## src/rtl/t2t_pkg.sv

```systemverilog
// ---------------------------------------------------------------------------
// t2t_pkg
// Shared types and constants for the tick-to-trade feed path.
//   T2T_MSG_BEATS : number of 64-bit beats in a well-formed market message
//   t_avalon_msg  : one Avalon-ST beat (valid/sop/eop/data)
//   t_arb_state   : feed arbiter FSM states
//   len_bad()     : true when a message length differs from T2T_MSG_BEATS
// ---------------------------------------------------------------------------
package t2t_pkg;

   localparam int T2T_MSG_BEATS = 3;
   localparam int T2T_DATA_W    = 64;

   typedef struct packed {
      logic                  valid;
      logic                  sop;
      logic                  eop;
      logic [T2T_DATA_W-1:0] data;
   } t_avalon_msg;

   typedef enum logic {
      ARB_IDLE   = 1'b0,
      ARB_LOCKED = 1'b1
   } t_arb_state;

   // A message ending after 'beats' beats is malformed unless it has exactly
   // the nominal beat count.
   function automatic logic len_bad(input int unsigned beats);
      return (beats != T2T_MSG_BEATS);
   endfunction

endpackage

```

## src/rtl/t2t_rr_pick.sv

```systemverilog
// ---------------------------------------------------------------------------
// t2t_rr_pick
// Combinational round-robin picker. Searches req starting at last_grant+1
// and wrapping, returning the first requester found.
// Ports:
//   req        in  N   request vector
//   last_grant in  W   index granted most recently (lowest priority now)
//   grant      out W   index of the chosen requester (0 when none)
//   any        out 1   at least one request is set
// ---------------------------------------------------------------------------
module t2t_rr_pick #(
   parameter int N = 4,
   parameter int W = $clog2(N)
) (
   input  logic [N-1:0] req,
   input  logic [W-1:0] last_grant,
   output logic [W-1:0] grant,
   output logic         any
);

   logic [W-1:0] idx_s;

   // Priority scan from the slot after the previous winner, wrapping round.
   always_comb begin
      grant = {W{1'b0}};
      any   = 1'b0;
      idx_s = {W{1'b0}};
      for (int k = 1; k <= N; k++) begin
         idx_s = W'((int'(last_grant) + k) % N);
         if (!any && req[idx_s]) begin
            any   = 1'b1;
            grant = idx_s;
         end else begin
            any   = any;
         end
      end
   end

endmodule

```

## src/rtl/t2t_feed_arb.sv

```systemverilog
// ---------------------------------------------------------------------------
// t2t_feed_arb
// Message-atomic round-robin arbiter merging N_FEEDS Avalon-ST feeds into a
// single decoder stream. A grant is held from sop to eop so messages never
// interleave. Orphan beats (no sop, not from the granted feed) are dropped
// and counted; messages running past MAX_BEATS are truncated with a forced
// eop. Output is a single registered stage with decoder backpressure.
// Ports:
//   clk        in  1               rising-edge clock
//   reset      in  1               asynchronous, active-high
//   in_msg     in  N_FEEDS beats   per-feed valid/sop/eop/data
//   in_ready   out N_FEEDS         per-feed accept (transfer on valid&&ready)
//   out_msg    out 1 beat          merged stream to decoder (registered)
//   out_ready  in  1               decoder accept
//   out_src    out clog2(N_FEEDS)  feed index of the beat on out_msg
//   len_err    out 1               one-cycle pulse on length/framing violation
//   drop_cnt   out CNT_W           saturating count of dropped orphan beats
//   err_cnt    out CNT_W           saturating count of len_err pulses
// ---------------------------------------------------------------------------
module t2t_feed_arb
   import t2t_pkg::*;
#(
   parameter int N_FEEDS   = 4,
   parameter int MAX_BEATS = 3,
   parameter int CNT_W     = 16
) (
   input  logic                       clk,
   input  logic                       reset,
   input  t_avalon_msg                in_msg [N_FEEDS],
   output logic [N_FEEDS-1:0]         in_ready,
   output t_avalon_msg                out_msg,
   input  logic                       out_ready,
   output logic [$clog2(N_FEEDS)-1:0] out_src,
   output logic                       len_err,
   output logic [CNT_W-1:0]           drop_cnt,
   output logic [CNT_W-1:0]           err_cnt
);

   localparam int SRC_W = $clog2(N_FEEDS);
   localparam int BC_W  = $clog2(MAX_BEATS + 1);

   // Saturating add of a per-cycle drop count onto a counter.
   function automatic logic [CNT_W-1:0] sat_add(input logic [CNT_W-1:0] a,
                                                input logic [3:0]       b);
      logic [CNT_W:0] s;
      s = {1'b0, a} + {{(CNT_W-3){1'b0}}, b};
      return s[CNT_W] ? {CNT_W{1'b1}} : s[CNT_W-1:0];
   endfunction

   t_arb_state       state_r;
   t_arb_state       state_nxt_s;
   logic [SRC_W-1:0] last_grant_r;
   logic [BC_W-1:0]  beat_cnt_r;
   logic [BC_W-1:0]  beat_cnt_nxt_s;
   logic [BC_W-1:0]  beat_inc_s;

   t_avalon_msg      out_msg_r;
   logic [SRC_W-1:0] out_src_r;
   logic             len_err_r;
   logic [CNT_W-1:0] drop_cnt_r;
   logic [CNT_W-1:0] err_cnt_r;

   logic             out_free_s;
   logic [N_FEEDS-1:0] req_s;
   logic [N_FEEDS-1:0] orphan_s;
   logic [3:0]       orphan_n_s;
   logic [SRC_W-1:0] pick_s;
   logic             pick_any_s;
   t_avalon_msg      cur_s;
   t_avalon_msg      pick_msg_s;

   logic [N_FEEDS-1:0] ready_s;
   logic             accept_s;
   logic             grant_s;
   logic [SRC_W-1:0] acc_src_s;
   logic             acc_sop_s;
   logic             acc_eop_s;
   logic [T2T_DATA_W-1:0] acc_data_s;
   logic             len_err_s;

   // The output register can take a new beat when empty or being drained.
   assign out_free_s = !out_msg_r.valid || out_ready;
   assign beat_inc_s = beat_cnt_r + BC_W'(1);
   assign cur_s      = in_msg[last_grant_r];
   assign pick_msg_s = in_msg[pick_s];

   // Start-of-message requests and orphan detection per feed. While idle no
   // feed owns the grant, so every non-sop beat is an orphan.
   always_comb begin
      req_s    = {N_FEEDS{1'b0}};
      orphan_s = {N_FEEDS{1'b0}};
      for (int i = 0; i < N_FEEDS; i++) begin
         req_s[i]    = in_msg[i].valid && in_msg[i].sop;
         orphan_s[i] = in_msg[i].valid && !in_msg[i].sop &&
                       ((state_r == ARB_IDLE) || (SRC_W'(i) != last_grant_r));
      end
   end

   // Number of orphan beats discarded this cycle.
   always_comb begin
      orphan_n_s = 4'd0;
      for (int i = 0; i < N_FEEDS; i++) begin
         orphan_n_s = orphan_n_s + {3'd0, orphan_s[i]};
      end
   end

   t2t_rr_pick #(
      .N (N_FEEDS),
      .W (SRC_W)
   ) u_pick (
      .req        (req_s),
      .last_grant (last_grant_r),
      .grant      (pick_s),
      .any        (pick_any_s)
   );

   // Arbiter FSM: next state, feed accepts and the beat to load downstream.
   always_comb begin
      state_nxt_s    = state_r;
      beat_cnt_nxt_s = beat_cnt_r;
      ready_s        = orphan_s;
      accept_s       = 1'b0;
      grant_s        = 1'b0;
      acc_src_s      = last_grant_r;
      acc_sop_s      = 1'b0;
      acc_eop_s      = 1'b0;
      acc_data_s     = {T2T_DATA_W{1'b0}};
      len_err_s      = 1'b0;
      case (state_r)
         ARB_IDLE: begin
            if (pick_any_s && out_free_s) begin
               ready_s[pick_s] = 1'b1;
               accept_s        = 1'b1;
               grant_s         = 1'b1;
               acc_src_s       = pick_s;
               acc_sop_s       = 1'b1;
               acc_eop_s       = pick_msg_s.eop;
               acc_data_s      = pick_msg_s.data;
               beat_cnt_nxt_s  = BC_W'(1);
               if (pick_msg_s.eop) begin
                  len_err_s   = len_bad(32'd1);
                  state_nxt_s = ARB_IDLE;
               end else begin
                  state_nxt_s = ARB_LOCKED;
               end
            end else begin
               state_nxt_s = ARB_IDLE;
            end
         end
         ARB_LOCKED: begin
            ready_s[last_grant_r] = out_free_s;
            if (cur_s.valid && out_free_s) begin
               accept_s   = 1'b1;
               acc_sop_s  = cur_s.sop;
               acc_data_s = cur_s.data;
               if (cur_s.sop) begin
                  // A new sop restarts the message in place of the open one.
                  len_err_s      = 1'b1;
                  beat_cnt_nxt_s = BC_W'(1);
                  acc_eop_s      = cur_s.eop;
                  if (cur_s.eop) begin
                     state_nxt_s = ARB_IDLE;
                  end else begin
                     state_nxt_s = ARB_LOCKED;
                  end
               end else if (cur_s.eop) begin
                  beat_cnt_nxt_s = beat_inc_s;
                  acc_eop_s      = 1'b1;
                  len_err_s      = len_bad(32'(beat_inc_s));
                  state_nxt_s    = ARB_IDLE;
               end else if (beat_inc_s == BC_W'(MAX_BEATS)) begin
                  // Over-length: close the message with a forced eop.
                  beat_cnt_nxt_s = beat_inc_s;
                  acc_eop_s      = 1'b1;
                  len_err_s      = 1'b1;
                  state_nxt_s    = ARB_IDLE;
               end else begin
                  beat_cnt_nxt_s = beat_inc_s;
                  state_nxt_s    = ARB_LOCKED;
               end
            end else begin
               state_nxt_s = ARB_LOCKED;
            end
         end
         default: begin
            state_nxt_s    = ARB_IDLE;
            beat_cnt_nxt_s = {BC_W{1'b0}};
            ready_s        = {N_FEEDS{1'b0}};
         end
      endcase
   end

   // No feed is accepted while reset is held.
   assign in_ready = reset ? {N_FEEDS{1'b0}} : ready_s;

   // FSM state, grant pointer and beat counter.
   always_ff @(posedge clk or posedge reset) begin
      if (reset) begin
         state_r      <= ARB_IDLE;
         last_grant_r <= SRC_W'(N_FEEDS - 1);
         beat_cnt_r   <= {BC_W{1'b0}};
      end else begin
         state_r    <= state_nxt_s;
         beat_cnt_r <= beat_cnt_nxt_s;
         if (grant_s) begin
            last_grant_r <= pick_s;
         end
      end
   end

   // Output stage: load on accept, clear valid once the decoder takes it.
   always_ff @(posedge clk or posedge reset) begin
      if (reset) begin
         out_msg_r <= '{valid: 1'b0, sop: 1'b0, eop: 1'b0,
                        data: {T2T_DATA_W{1'b0}}};
         out_src_r <= {SRC_W{1'b0}};
      end else if (accept_s) begin
         out_msg_r <= '{valid: 1'b1, sop: acc_sop_s, eop: acc_eop_s,
                        data: acc_data_s};
         out_src_r <= acc_src_s;
      end else if (out_ready) begin
         out_msg_r.valid <= 1'b0;
         out_msg_r.sop   <= 1'b0;
         out_msg_r.eop   <= 1'b0;
      end
   end

   // Error pulse and saturating drop/error counters.
   always_ff @(posedge clk or posedge reset) begin
      if (reset) begin
         len_err_r  <= 1'b0;
         drop_cnt_r <= {CNT_W{1'b0}};
         err_cnt_r  <= {CNT_W{1'b0}};
      end else begin
         len_err_r  <= len_err_s;
         drop_cnt_r <= sat_add(drop_cnt_r, orphan_n_s);
         if (len_err_s) begin
            err_cnt_r <= sat_add(err_cnt_r, 4'd1);
         end
      end
   end

   assign out_msg  = out_msg_r;
   assign out_src  = out_src_r;
   assign len_err  = len_err_r;
   assign drop_cnt = drop_cnt_r;
   assign err_cnt  = err_cnt_r;

endmodule
```

## config.mk

```make
export PLATFORM = sky130hd
export DESIGN_NAME = t2t_feed_arb
export DESIGN_NICKNAME = d
export VERILOG_FILES = /design/src/rtl/t2t_pkg.sv /design/src/rtl/t2t_rr_pick.sv /design/src/rtl/t2t_feed_arb.sv
export SDC_FILE = /design/constraint.sdc
export NUM_CORES = 1
export LEC_CHECK = 0
export ABC_AREA = 1
export BUFFER_PORTS_ARGS = -buffer_cell sky130_fd_sc_hd__buf_2
export CAP_MARGIN = 25
export CORE_AREA = 4 4 145 147
export CTS_BUF_LIST = sky130_fd_sc_hd__clkbuf_4 sky130_fd_sc_hd__clkbuf_8
export DETAILED_ROUTE_END_ITERATION = 10
export DIE_AREA = 0 0 149 151
export GPL_TIMING_DRIVEN = 0
export PLACE_DENSITY = 0.84
export SLEW_MARGIN = 10
export SYNTH_ARGS = -nofsm -noshare
export SYNTH_HDL_FRONTEND = slang
export SYNTH_HIERARCHICAL = 1
export SYNTH_SLANG_ARGS = --single-unit
```

## constraint.sdc

```tcl
create_clock -name clk -period 4.95 [get_ports clk]
set_input_delay 0.495 -clock clk [delete_from_list [all_inputs] [get_ports clk]]
set_output_delay 0.495 -clock clk [all_outputs]
set_load 0.03 [all_outputs]
```

==> summary.txt <==
Outcome = finished clean
Worst skew pair latency = 410 ps
Worst endpoint required time = 4450 ps
DP HPWL = 31400 µm
Clock sink count = 107
Reg clk slew, reported paths = 100 ps
Drt wl/cell = 20.6 µm
Initial antenna violation count = 3
Final Util = 56.4%
Post-Syn Nets = 1617
Fin area = 0.0112 mm²
Synth cell count leaders = nand2_1, nand3_1, a22oi_1, dfrtp_1, buf_2
Yosys top cell area share = 30.3%
Buffers on Ports = 376
Total CTS buffers = 9
Max-cap violations = 0
Slew Viols, Final = 0
DRC Markers = 0
Placed Area = 0.0109 mm²
Design Power = 8690 µW
Initial Util = 43.5%
Root Buffer = clkbuf_8
H-tree levels = 3
Crit. End Element = output port
Hold Fails Final Rpt = 0
Die H = 151 µm
CP max FO = 10
Critical setup path kind = flip-flop to output port
Post-synthesis async set-or-reset flop share = 100%
Post-Syn Area = 0.00867 mm²
Core box area = 0.0199 mm²
Pre-CTS setup slack = 1100 ps
Total gr overflow = 0
Top FF cell, synth = dfrtp_1
Pin count of the biggest net entering global routing = 69
Worst-Margin Slew = 853 ps
Fin crit share = 85.7%
Top post-synthesis cells by area = dfrtp_1, nand2_1, a22oi_1
Post-CTS Repair Setup Buffers = 0
CTS resizes = 0
Synth cell types = 34
Setup Skew = 13.1 ps
RSZ-0062 raised after global routing = no
Fillers = 1978
Vias per Instance = 5.95
Mapped Cells = 1339
Iteration-0 DRC Markers = 1361
Final WS setup = 707 ps
Finish-stage setup viols = 0
Antenna viol nets, final = 0
Sequential fraction of the synthesis area = 30.9%
CTS tree = done
EDFF count, synth = 0
Area growth syn-to-layout = 29.4%
Yosys warning total = 6
Clock buffer depth = 2
Via count = 12000
Yosys top cell by area = dfrtp_1
Relative slew slack = 43.2%
First drt pass iteration count = 7
First-pass GRT wire length = 60000 µm
Critical Path Start Type = flip-flop
Most common cell in the netlist = nand2_1
Lkg Pwr = 0.00604 µW
Total track usage = 34.5%
Hold Crit Class = input port to async pin
Minimum clock period = 4240 ps
VDD IR max = 0.382 mV
Final net count = 2005
Synth Register Bits = 107
Synth Area per Inst = 6.47 µm²
Max Fclk = 0.236 GHz
Die Width = 149 µm
WL final = 41400 µm
Boundary pin count = 377
Die area = 0.0225 mm²
Share of cells above drive strength 1 = 28.4%
Gpl congestion = 0.964
CP arrival = 3750 ps
Post-cts hold buffer count = 0
PD cells = 774 mW/mm²
Rows = 52
Number of global-route vias before repair = 10900
[cells in the final DEF (no fill, tap or decap), types with 3 or more instances in the layout]
master / instances
nand2_1: 615
buf_2: 437
nand3_1: 165
a22oi_1: 162
dfrtp_1: 105
inv_1: 48
nand4_1: 43
nor2_1: 32
clkbuf_1: 17
o21ai_0: 13
clkbuf_8: 11
nand3b_1: 10
diode_2: 8
or2_2: 6
nand2_2: 5
a21oi_1: 5
inv_2: 4
xnor2_1: 4
nand2_4: 4
ha_1: 4
bufinv_16: 4
nand3_2: 3
buf_4: 3
buf_6: 3
buf_1: 3
o211ai_1: 3
nor3_1: 3
fa_1: 3
[layout make-up]
type                       instances  area [µm²]  area share, %
clock buffer                      12         159           1.42
clock inverter                     4         120           1.07
multi-input combinational       1092        5350           47.7
buffer                            87         437           3.89
sequential                       107        2680           23.9
antenna                            8        20.0          0.178
inverter                          53         204           1.82
tap                              270         338           3.01
timing repair buffer             377        1910           17.0
[stage by stage]
step / hold WS [ps] / setup TNS, ps / instances
final: 190 / 0 / 2010
after global routing: 246 / 0 / 2003
after CTS: 204 / 0 / 2002
after detailed placement: 465 / 0 / 1986
after global placement: 461 / -1010 / 1985
after floorplan: 457 / 0 / 1339
[worst paths after layout]
check	end	depth (start not counted)	slack [ps]	startpoint
max	in_ready[3]	17	710	last_grant_r[0]
min	err_cnt[14]	2	190	reset
max reg2reg	drop_cnt[13]	16	1020	last_grant_r[1]
min reg2reg	out_msg[62]	2	490	out_msg[62]
max in group asynchronous	last_grant_r[1]	3	4060	reset
min in group clk	out_msg[65]	4	410	out_ready
[cell families (layout without fill, tap and decap cells)]
group / Yosys count / after routing / share of synthesized area (%)
AND/OR/NAND/NOR: 893 / 893 / 44.3
other: 0 / 8 / 0
flip-flops: 107 / 107 / 30.9
AO/OA/AOI/OAI: 186 / 186 / 15.6
XOR/XNOR: 6 / 6 / 0.606
buffers and inverters: 140 / 533 / 7.33
adder cells (fa/ha/maj): 7 / 7 / 1.27
[power by group]
group	internal, µW	switching, µW	leakage (µW)
clock network	421	336	0.000140
logic	1960	4480	0.00455
registers	1250	233	0.00136
total	3640	5050	0.00604
[critical path, cell delays in order (launching register included)]
cell and delay (ps):
dfstp_2 620, inv_1 150, nand2_1 100, nand2_1 90, nand2_1 150, nand2_4 80
nor2_8 130, nand4_1 80, nand3_1 140, nand2_1 70, inv_1 160, buf_2 310
clkbuf_1 650, nand2_1 130, nand3_1 100, o211ai_1 80, inv_1 100, buf_2 200
[flip-flops by register name, indices dropped and copies added, names as in the netlist]
| name | count |
|---|---|
| beat_cnt_r | 2 |
| drop_cnt | 16 |
| err_cnt | 16 |
| last_grant_r | 2 |
| len_err | 1 |
| out_msg | 67 |
| out_src | 2 |
| state_r | 1 |
[metal layers]
metal | vias to the layer above | global-route usage [%] | wire, µm | part of all wire (%)
li1 | 5330 | - | - | -
met1 | 5494 | 43.8 | 15300 | 37
met2 | 951 | 55.7 | 18900 | 46
met4 | 4 | 15.6 | 2070 | 5.0
met5 | - | 0 | 27 | 0.065
met3 | 174 | 8.38 | 5050 | 12
Note: power is estimated with default switching activity, not from simulation.
